`src/rtl/booth_mul_arbiter.sv`:
```
// Round-robin front end that shares one Booth multiplier between NUM_REQ clients.
// Operands are accepted in IDLE, one multiply is kept in flight, and the result returns with its owner's ID.
module booth_mul_arbiter #(
  parameter int NUM_REQ = 4,
  parameter int WIDTH   = 8,
  parameter int TIMEOUT = 32
) (
  input  logic                         clk,
  input  logic                         rst,
  input  logic [NUM_REQ-1:0]           req_valid,
  input  logic [NUM_REQ*WIDTH-1:0]     req_a,
  input  logic [NUM_REQ*WIDTH-1:0]     req_b,
  output logic [NUM_REQ-1:0]           req_ready,
  output logic                         mul_start,
  output logic [WIDTH-1:0]             mul_a,
  output logic [WIDTH-1:0]             mul_b,
  input  logic                         mul_done,
  input  logic [2*WIDTH-1:0]           mul_p,
  output logic                         resp_valid,
  input  logic                         resp_ready,
  output logic [$clog2(NUM_REQ)-1:0]   resp_id,
  output logic [2*WIDTH-1:0]           resp_p,
  output logic                         resp_err,
  output logic                         err_timeout,
  output logic                         busy
);

  localparam int ID_W  = $clog2(NUM_REQ);
  localparam int TMR_W = $clog2(TIMEOUT + 1);

  typedef enum logic [1:0] {
    ST_IDLE  = 2'd0,
    ST_ISSUE = 2'd1,
    ST_WAIT  = 2'd2,
    ST_RESP  = 2'd3
  } state_t;

  state_t             state_r;
  state_t             state_nx;
  logic [ID_W-1:0]    last_grant_r;
  logic [ID_W-1:0]    id_r;
  logic [TMR_W-1:0]   timer_r;

  logic               grant_found_s;
  logic [ID_W-1:0]    grant_idx_s;
  logic [WIDTH-1:0]   grant_a_s;
  logic [WIDTH-1:0]   grant_b_s;
  logic               accept_s;
  logic               done_s;
  logic               abort_s;
  logic               tick_s;
  logic               release_s;

  // Round-robin search starting just after the last served requester.
  always_comb begin
    logic [ID_W:0] cand;
    grant_found_s = 1'b0;
    grant_idx_s   = '0;
    cand          = '0;
    for (int k = 1; k <= NUM_REQ; k++) begin
      cand = {1'b0, last_grant_r} + (ID_W+1)'(k);
      if (cand >= (ID_W+1)'(NUM_REQ)) begin
        cand = cand - (ID_W+1)'(NUM_REQ);
      end else begin
        cand = cand;
      end
      if (!grant_found_s && req_valid[cand[ID_W-1:0]]) begin
        grant_found_s = 1'b1;
        grant_idx_s   = cand[ID_W-1:0];
      end else begin
        grant_found_s = grant_found_s;
      end
    end
    grant_a_s = req_a[grant_idx_s*WIDTH +: WIDTH];
    grant_b_s = req_b[grant_idx_s*WIDTH +: WIDTH];
  end

  // State register.
  always_ff @(posedge clk) begin
    if (rst) begin
      state_r <= ST_IDLE;
    end else begin
      state_r <= state_nx;
    end
  end

  // Next-state decode, the combinational grant and per-cycle datapath strobes.
  always_comb begin
    state_nx  = state_r;
    req_ready = '0;
    accept_s  = 1'b0;
    done_s    = 1'b0;
    abort_s   = 1'b0;
    tick_s    = 1'b0;
    release_s = 1'b0;
    case (state_r)
      ST_IDLE: begin
        if (grant_found_s) begin
          req_ready[grant_idx_s] = 1'b1;
          accept_s               = 1'b1;
          state_nx               = ST_ISSUE;
        end else begin
          state_nx = ST_IDLE;
        end
      end
      ST_ISSUE: begin
        state_nx = ST_WAIT;
      end
      ST_WAIT: begin
        // A done arriving on the last allowed cycle still counts as success.
        if (mul_done) begin
          done_s   = 1'b1;
          state_nx = ST_RESP;
        end else if (timer_r == TMR_W'(TIMEOUT - 1)) begin
          abort_s  = 1'b1;
          state_nx = ST_RESP;
        end else begin
          tick_s   = 1'b1;
          state_nx = ST_WAIT;
        end
      end
      ST_RESP: begin
        if (resp_ready) begin
          release_s = 1'b1;
          state_nx  = ST_IDLE;
        end else begin
          state_nx = ST_RESP;
        end
      end
      default: begin
        state_nx = ST_IDLE;
      end
    endcase
  end

  // Operand/ID latches, timeout timer, response registers and status flags.
  always_ff @(posedge clk) begin
    if (rst) begin
      mul_start    <= 1'b0;
      mul_a        <= '0;
      mul_b        <= '0;
      id_r         <= '0;
      timer_r      <= '0;
      resp_valid   <= 1'b0;
      resp_id      <= '0;
      resp_p       <= '0;
      resp_err     <= 1'b0;
      err_timeout  <= 1'b0;
      busy         <= 1'b0;
      last_grant_r <= ID_W'(NUM_REQ - 1);
    end else begin
      mul_start  <= accept_s;
      resp_valid <= (state_nx == ST_RESP);
      busy       <= (state_nx != ST_IDLE);
      if (accept_s) begin
        mul_a <= grant_a_s;
        mul_b <= grant_b_s;
        id_r  <= grant_idx_s;
      end
      if (state_r == ST_ISSUE) begin
        timer_r <= '0;
      end else if (tick_s) begin
        timer_r <= timer_r + TMR_W'(1);
      end
      if (done_s) begin
        resp_p   <= mul_p;
        resp_err <= 1'b0;
        resp_id  <= id_r;
      end else if (abort_s) begin
        resp_p      <= '0;
        resp_err    <= 1'b1;
        resp_id     <= id_r;
        err_timeout <= 1'b1;
      end
      if (release_s) begin
        last_grant_r <= resp_id;
      end
    end
  end

endmodule
```
`config.mk`:
```
export PLATFORM = sky130hd
export DESIGN_NAME = booth_mul_arbiter
export DESIGN_NICKNAME = d
export VERILOG_FILES = /design/src/rtl/booth_mul_arbiter.sv
export SDC_FILE = /design/constraint.sdc
export NUM_CORES = 1
export LEC_CHECK = 0
export BUFFER_PORTS_ARGS = -buffer_cell sky130_fd_sc_hd__buf_2
export CAP_MARGIN = 15
export CORE_ASPECT_RATIO = 0.5
export CORE_UTILIZATION = 30
export DETAILED_ROUTE_END_ITERATION = 10
export SLEW_MARGIN = 40
export SYNTH_ARGS = -nofsm -noshare
export SYNTH_HDL_FRONTEND = slang
export SYNTH_SLANG_ARGS = --single-unit
```
`constraint.sdc`:
```
create_clock -name clk -period 2.2 [get_ports clk]
set_input_delay 0.33 -clock clk [delete_from_list [all_inputs] [get_ports clk]]
set_output_delay 0.33 -clock clk [all_outputs]
set_load 0.005 [all_outputs]
```
==> results of run 1 <==
[routing by layer]
layer  part of all wire  global-route usage  up-vias
li1                   -                   -     1215
met2               0.48               0.278       42
met5                  0                   0        -
met3              0.032              0.0383        2
met4             0.0038              0.0338        0
met1               0.49               0.196     1066
[logic make-up (layout without fill, tap and decap cells)]
| kind of cell | Yosys count | count (layout) | share of synthesized area |
|---|---|---|---|
| compound gates | 75 | 75 | 0.238 |
| flops | 51 | 51 | 0.425 |
| fa+ha+maj | 1 | 1 | 0.00521 |
| simple gates | 74 | 74 | 0.148 |
| mux | 31 | 31 | 0.129 |
| buf+inv | 19 | 153 | 0.0437 |
| xor+xnor | 3 | 3 | 0.0109 |
[per-stage QoR]
step	total power [W]	hold slack (ps)	worst slack [ps]	area (µm²)	utilization
final	0.00234	285	177	3360	0.445
after global routing	0.00249	277	24.7	3360	0.445
after CTS	0.00238	272	134	3340	0.443
after detailed placement	0.00160	461	154	3190	0.423
after global placement	0.00160	452	206	3190	0.423
after floorplan	0.00136	436	429	2400	-
[timing repair]
item,in CTS,in global routing
endpoints found under the setup margin,1,2
hold buffers,0,0
buffers inserted,1,2
pin swaps,0,1
resized for setup,0,0
endpoints found under the hold margin,0,0
cloned,0,0
[final cells by class]
| type | instances | area, µm² |
|---|---|---|
| fillers | 777 | 4190 |
| multi-input cells | 184 | 1280 |
| flip-flops and latches | 51 | 1020 |
| repair buffers | 143 | 761 |
| clock buffers | 6 | 139 |
| well taps | 108 | 135 |
| inverters | 3 | 11.3 |
| clock inverters | 1 | 5.00 |
[sequential cells by signal, summed over array words and instances, names as in the netlist]
register      cells
err_timeout       1
mul_a             8
last_grant_r      2
resp_p           16
resp_id           2
mul_b             8
mul_start         1
busy              1
id_r              2
resp_err          1
resp_valid        1
timer_r           6
state_r           2
[critical path: stages (launching register included)]
cell and delay [ps]:
dfxtp_1 460, mux2i_1 260, a2bb2oi_2 170, and2_1 160
buf_4 180, nor2_1 60, buf_2 120
[cell usage in the layout, fill, tap and decap left out, types with 2 or more instances in the layout]
cell / Yosys / routed
nor2_1: 36 / 36
buf_2: 2 / 130
o211ai_1: 2 / 2
or3_1: 2 / 2
xnor2_1: 2 / 2
nor2b_1: 3 / 3
nor3_1: 3 / 3
o21ai_0: 5 / 5
buf_4: 0 / 12
a21oi_1: 6 / 6
dfxtp_1: 51 / 51
nand3_1: 3 / 3
clkbuf_16: 0 / 5
a22oi_1: 16 / 16
a2111oi_0: 7 / 7
o21bai_1: 8 / 8
mux2i_1: 31 / 31
nand2b_1: 2 / 2
inv_1: 3 / 3
nand2_1: 10 / 10
o221ai_1: 9 / 9
a211o_1: 2 / 2
a211oi_1: 8 / 8
a21boi_0: 8 / 8
nand3b_1: 10 / 10
[worst min-delay path by stage]
| stage | endpoint | slack (ps) | cells past startpoint |
|---|---|---|---|
| 5_1_grt | resp_p[7] | 280 | 3 |
| 3_3_place_gp | err_timeout | 450 | 2 |
| 6_report | resp_p[0] | 280 | 3 |
| 4_1_cts | resp_p[10] | 270 | 3 |
| 3_5_place_dp | err_timeout | 460 | 2 |
| 2_1_floorplan | id_r[1] | 440 | 2 |
[report_power, final]
group | leakage, nW | switching, W | total, W | internal (W)
logic | 1.08 | 0.000268 | 0.000527 | 0.000259
clock network | 0.0727 | 0.000316 | 0.000760 | 0.000444
registers | 0.417 | 0.0000486 | 0.00105 | 0.00100
==> impl_metrics.csv, run 1 <==
group,metric,value,unit
die,initial_core_util,0.319,
synth,syn-instance-count,254,
drt,drt-vias-per-instance,4.69,
timing,finClkSkew,5.13,ps
synth,ys.flop_type,"dfxtp_1",
clocking,cts-root-buf,"clkbuf_16",
die,core_area,7540,µm²
critical_path,crit_start,"last_grant_r[1]",
timing,finalHoldViolCount,0,
critical_path,endpoint_kind,"output port",
critical_path,start_kind,"flop",
drt,ant_nets,0,
drt,vias,2325,
synth,synth_commonest_cells,"dfxtp_1 (51), nor2_1 (36), mux2i_1 (31), a22oi_1 (16), clkbuf_1 (11)",
final_layout,antenna_cells,0,
die,num_io_pins,131,
clocking,cts_tree,"built",
critical_path,cp.arrival,1690,ps
timing,grt_setup_unrepaired,"no",
synth,synthArstFlopShare,0,
synth,syn_nets,343,
synth,synthTopCellsByArea,"dfxtp_1 (43%), mux2i_1 (13%), nor2_1 (5.6%)",
placed_design,io_buffers,130,
global_route,antenna_found_initial,0,
clocking,htree_levels,2,
global_route,grt_max_degree,46,
synth,synth_edf_count,0,
clocking,cts.sinks,51,
die,rows,22,
timing,setup_viol,0,
global_route,grt_pass1_wl,10400,µm
synth,synth.top_cell.area_share,0.425,
timing,fin_crit,2020,ps
global_route,grt_pass1_vias,2213,
critical_path,r2r_slack,280,ps
die,die_w,129,µm
global_route,grt_overflow,0,
power,leakagePower,1.57,nW
drt,drc,0,
clocking,clock_path_buffers,2,
clocking,clock_latency,280,ps
synth,netlist_area,2400,µm²
drt,drt_first_pass_iters,4,
die,fp.dieH,65.3,µm
critical_path,endpoint,"req_ready[1]",
synth,yosysSeqAreaShare,0.425,
placed_design,place_inst,486,
final_layout,nets,477,
drt,first_iter_violations,91,
timing,slew_violations,0,
placed_design,dp.final_hpwl,4820,µm
critical_path,crit_fanout,8,
critical_path,reg2reg_to,"mul_a[0]",
final_layout,drive_above_1_share,0.397,
timing,post-route-period-util,0.920,
clocking,cts_buffers,5,
outcome,outcome,"finished, final reports clean",
critical_path,worstRegToRegCells,6,
drt,finalWirelength,6360,µm
timing,finalSetupTns,0,ps
synth,synth_area_per_cell,9.46,µm²
synth,synth_warnings,0,
global_route,grt_usage,0.158,
synth,synth_most_common_cell,"dfxtp_1",
clocking,clk_pin_slew_worst_paths,60,ps
die,fp.dieArea,8390,µm²
final_layout,syn_to_final_growth,39.7,%
flow_run,cap_violations,0,
final_layout,instances_no_fill,496,
power,p_per_area,697,nW/µm²
worst_hold_path,min_from,"mul_p[0]",
timing,fmax,0.494,GHz
critical_path,worstPathRequired,1870,ps
drt,routedWlPerCell,12.8,µm
critical_path,path_class,"reg -> out",
placed_design,place.gp.congestion,0.762,
power,ir_worst_vdd,0.000287,V
timing,worstMarginPinSlew,622,ps
timing,relSlewSlack,0.583,
critical_path,r2r-start,"last_grant_r[1]",
synth,ys_ff_latch,51,
worst_hold_path,min_path_type,"in -> reg",
synth,yosys.area.top_type,"dfxtp_1",
synth,netlist-cell-type-count,37,
No activity file was read; power rests on OpenSTA's default activity.
==> run 2, diff against run 1 <==
SETUP_SLACK_MARGIN = 0.5   (was not set)
==> impl_metrics.csv, run 2 (synthesis gave the netlist of run 1 again) <==
group,metric,value,unit
clocking,cts_tree,"built",
final_layout,syn_to_final_growth,51.4,%
critical_path,crit_slowest_cell,"dfxtp_4",
power,leakagePower,1.67,nW
final_layout,largest-register,"resp_p",
power,power_switching,0.000702,W
critical_path,crit_fanout,6,
timing,slew_violations,0,
clocking,htree_levels,2,
die,die_w,129,µm
timing,fin_crit,1840,ps
final_layout,largest_reg_flops,16,
critical_path,path_cells,"mux2i_2, a2bb2oi_2, and2_4, buf_6, nor2_2, buf_2",
timing,setup_viol,0,
clocking,clock_latency,290,ps
final_layout,mostFrequentLayoutCells,"buf_2 (130), dfxtp_1 (48), nor2_1 (32), mux2i_1 (30), buf_4 (20)",
drt,routedWlPerCell,14.0,µm
power,seq_power_share,0.421,
flow_run,cap_violations,0,
final_layout,final_core_util,0.482,
final_layout,fillers,747,
critical_path,start_kind,"flop",
global_route,grt_usage,0.164,
global_route,antenna_found_initial,0,
power,p_per_area,690,nW/µm²
drt,drt-vias-per-instance,4.89,
outcome,outcome,"finished, final reports clean",
die,fp.dieH,65.3,µm
final_layout,final_common_cell,"buf_2",
timing,finalHoldViolCount,0,
clocking,hold_buffers,0,
clocking,cts-root-buf,"clkbuf_16",
final_layout,top_regs,"resp_p (16), mul_a (8), mul_b (8)",
die,fp.dieArea,8390,µm²
final_layout,regArea,1030,µm²
critical_path,cp.arrival,1510,ps
drt,vias,2506,
final_layout,multi_input_area,1370,µm²
global_route,grt_overflow,0,
worst_hold_path,min_path_type,"in -> reg",
timing,post-route-period-util,0.836,
timing,finalSetupTns,0,ps
drt,drt_first_pass_iters,4,
final_layout,antenna_cells,0,
placed_design,dp.final_hpwl,5020,µm
placed_design,place.gp.congestion,0.762,
timing,relSlewSlack,0.709,
global_route,grt_max_degree,46,
timing,worstMarginPinSlew,437,ps
drt,first_iter_violations,102,
critical_path,worstPathRequired,1870,ps
critical_path,slowest_delay,380,ps
global_route,grt_pass1_wl,10900,µm
drt,finalWirelength,7190,µm
timing,fmax,0.543,GHz
die,num_io_pins,131,
power,p_clk_frac,0.329,
clocking,clk_pin_slew_worst_paths,70,ps
power,pwr-share-comb,0.250,
power,p_int,0.00181,W
die,core_area,7540,µm²
power,switching_share,0.280,
final_layout,nets,492,
final_layout,drive_above_1_share,0.473,
critical_path,path_class,"reg -> out",
timing,grt_setup_unrepaired,"yes",
global_route,grt_pass1_vias,2381,
die,initial_core_util,0.319,
timing,finClkSkew,8.67,ps
clocking,cts.sinks,51,
critical_path,endpoint_kind,"output port",
clocking,clock_path_buffers,2,
clocking,cts_buffers,5,
die,rows,22,
drt,ant_nets,0,
drt,drc,0,
power,ir_worst_vdd,0.000303,V
placed_design,io_buffers,130,
==> run 2: changes by cell type in the layout (fill, tap and decap cells not counted), moves of 4 or more <==
cell       change
nor2_1         -4
nor2_2         +4
nand2_1        -4
buf_4          +8
a2111oi_0      -7
buf_6          +4
==> run 2: area by class of cell <==
cell class | instances | area share
Clock inverter | 1 | 0.00206
Inverter | 3 | 0.00310
Timing Repair Buffer | 158 | 0.256
Clock buffer | 7 | 0.0420
Tap cell | 108 | 0.0372
Multi-Input combinational cell | 184 | 0.377
Sequential cell | 51 | 0.283
==> run 2: worst paths after layout <==
check | startpoint | endpoint | slack (ps) | cells past startpoint
hold / removal | rst | mul_start | 250 | 2
setup / recovery | last_grant_r[1] | req_ready[1] | 360 | 6
hold reg to reg | err_timeout | err_timeout | 470 | 2
setup reg to reg | last_grant_r[0] | mul_a[0] | 420 | 7
==> run 2: power by group through the flow <==
stage / combinational, W / sequential [W] / clock (W)
finish: 0.000627 / 0.00106 / 0.000827
global route: 0.000687 / 0.00107 / 0.000897
CTS: 0.000563 / 0.00106 / 0.000852
detailed placement: 0.000533 / 0.00108 / 0
global placement: 0.000532 / 0.00107 / 0
floorplan: 0.000294 / 0.00107 / 0
==> run 2: metrics by stage <==
stage               area [µm²]  cells  total power, W  worst slack [ps]  hold WS, ps
global placement          3200    488         0.00161               226          455
finish                    3640    512         0.00251               360          249
detailed placement        3200    488         0.00161               174          459
global route              3640    512         0.00265               276          258
CTS                       3430    501         0.00247               337          260
floorplan                 2400    254         0.00136               504          436
==> run 2: layer usage <==
metal  GRT usage  share of wire
met1       0.209           0.48
met2       0.286           0.47
met3      0.0309          0.034
met4      0.0456          0.016
met5           0              0
==> run 2: repair_timing <==
item                       CTS  global route
gates resized for setup     14            25
setup endpoints to repair   22            38
pin swaps                    2             9
cloned                       0             3
setup buffers                5             8
==> run 2: worst max-delay path, delay by kind of cell, from the launching register on <==
| kind | cells | cell delay (ps) |
|---|---|---|
| multiplexers | 1 | 220 |
| AO/OA/AOI/OAI | 1 | 180 |
| buffers and inverters | 2 | 220 |
| AND/OR/NAND/NOR | 2 | 220 |
| flip-flops | 1 | 380 |
==> run 3, diff against run 2 <==
clock period = 1.8 ns   (was 2.2 ns; I/O delays follow)
==> impl_metrics.csv, run 3 (synthesis gave the netlist of run 1 again) <==
group,metric,value,unit
final_layout,top_regs,"resp_p (16), mul_a (8), mul_b (8)",
drt,ant_nets,0,
critical_path,slowest_delay,380,ps
power,power_switching,0.000951,W
clocking,hold_buffers,0,
timing,setup_ws,-3.58,ps
global_route,grt_usage,0.178,
global_route,grt_pass1_vias,2518,
clocking,cts_buffers,5,
final_layout,largest_reg_flops,16,
global_route,grt_pass1_wl,11700,µm
die,core_area,7540,µm²
clocking,cts-root-buf,"clkbuf_16",
worst_hold_path,min_path_type,"in -> reg",
power,p_int,0.00240,W
clocking,htree_levels,2,
global_route,grt_max_degree,24,
drt,routedWlPerCell,14.0,µm
placed_design,dp.final_hpwl,5120,µm
final_layout,mostFrequentLayoutCells,"buf_2 (130), dfxtp_1 (45), nor2_1 (31), mux2i_1 (27), buf_4 (18)",
timing,relSlewSlack,0.745,
timing,grt_setup_unrepaired,"yes",
final_layout,largest-register,"resp_p",
placed_design,post_dp_cell_area,3300,µm²
clocking,cts_tree,"built",
critical_path,path_delay_family,"flip-flops",
critical_path,critPathBufInv,2,
final_layout,instances_no_fill,521,
timing,finalHoldViolCount,0,
drt,vias,2552,
clocking,clock_path_buffers,2,
critical_path,path_cells,"mux2i_2, a2bb2oi_2, and2_4, buf_6, nor2_1, buf_2",
power,ir_worst_vdd,0.000430,V
timing,slew_violations,0,
critical_path,worstPathRequired,1530,ps
clocking,cts.sinks,51,
power,pwr-share-comb,0.273,
critical_path,endpoint_kind,"output port",
timing,worstMarginPinSlew,380,ps
critical_path,path_class,"reg -> out",
global_route,grt_overflow,0,
power,switching_share,0.284,
flow_run,cap_violations,0,
final_layout,drive_above_1_share,0.574,
critical_path,cp.arrival,1530,ps
die,fp.dieH,65.3,µm
die,rows,22,
critical_path,start_kind,"flop",
power,leakagePower,1.77,nW
die,num_io_pins,131,
final_layout,design_area,4060,µm²
timing,finClkSkew,9.13,ps
placed_design,io_buffers,130,
critical_path,crit_fanout,4,
final_layout,antenna_cells,0,
clocking,clk_pin_slew_worst_paths,80,ps
critical_path,r2r_slack,60,ps
power,power.total,0.00335,W
timing,fmax,0.554,GHz
final_layout,final_common_cell,"buf_2",
outcome,violations,"setup timing",
final_layout,nets,501,
drt,finalWirelength,7300,µm
drt,drc,0,
placed_design,place.gp.congestion,0.791,
placed_design,place_inst,493,
timing,post-route-period-util,1.00,
drt,drt_first_pass_iters,4,
timing,setup_viol,1,
outcome,outcome,"finished, violations left",
drt,first_iter_violations,97,
final_layout,syn_to_final_growth,68.9,%
die,initial_core_util,0.319,
critical_path,crit_slowest_cell,"dfxtp_4",
drt,drt-vias-per-instance,4.90,
timing,finalSetupTns,-3.58,ps
timing,fin_crit,1800,ps
global_route,antenna_found_initial,0,
power,p_per_area,825,nW/µm²
die,die_w,129,µm
die,fp.dieArea,8390,µm²
power,seq_power_share,0.385,
clocking,clock_latency,300,ps
power,p_clk_frac,0.342,
[run 3: changes by cell type in the layout (fill, tap and decap cells not counted), moves of 3 or more]
cell	change
buf_6	+6
a211oi_1	-3
a2111oi_4	+3
dfxtp_1	-3
mux2i_1	-3
dfxtp_2	+3
a22oi_2	+15
nand2_8	+3
a2111oi_1	-3
a22oi_1	-15
a211oi_2	+3
[run 3: timing repair]
item	4_1_cts	5_1_grt
buffers inserted	13	4
setup endpoints to repair	44	51
resized for setup	67	20
cloned	2	1
pin swaps	31	15
[run 3: power groups by stage]
stage               registers [W]  logic, W  clock network [W]
finish                    0.00129  0.000914            0.00115
global route              0.00130  0.000992            0.00122
CTS                       0.00129  0.000863            0.00117
detailed placement        0.00131  0.000681                  0
global placement          0.00131  0.000666                  0
floorplan                 0.00131  0.000386                  0
[run 3: worst reg2reg max path, delay by kind of cell, from the launching register on]
kind                   cells  cell delay [ps]
AOI/OAI and AO/OA          2              290
buffers and inverters      3              330
DFF                        1              380
muxes                      2              450
and+or+nand+nor            1              180
[run 3: area by class of cell]
cell class | instances | area (µm²)
clock buffers | 6 | 139
clock inverters | 2 | 38.8
fillers | 716 | 3480
inverters | 3 | 11.3
multi-input cells | 186 | 1670
flip-flops and latches | 51 | 1030
well taps | 108 | 135
repair buffers | 165 | 1030
[run 3: metrics by stage]
stage                     utilization  setup WS (ps)  hold slack, ps
after floorplan                     -            150             405
after global placement          0.438            127             445
after detailed placement        0.438           73.8             450
after CTS                       0.520         -0.420             204
after global routing            0.538          -51.8             206
final                           0.538          -3.58             206
[run 3: metal layers]
metal  GRT usage  share of wire  vias to the layer above
li1            -              -                     1272
met1       0.212           0.44                     1224
met2       0.319           0.51                       46
met3      0.0375          0.033                       10
met4      0.0603          0.015                        0
met5           0              0                        -
[run 3: final timing paths]
kind	startpoint	end	depth (start not counted)
worst max-delay path	last_grant_r[1]	req_ready[3]	6
worst min register to register	id_r[1]	id_r[1]	2
worst min-delay path	mul_p[12]	resp_p[12]	3
worst max register to register	last_grant_r[1]	mul_a[6]	8
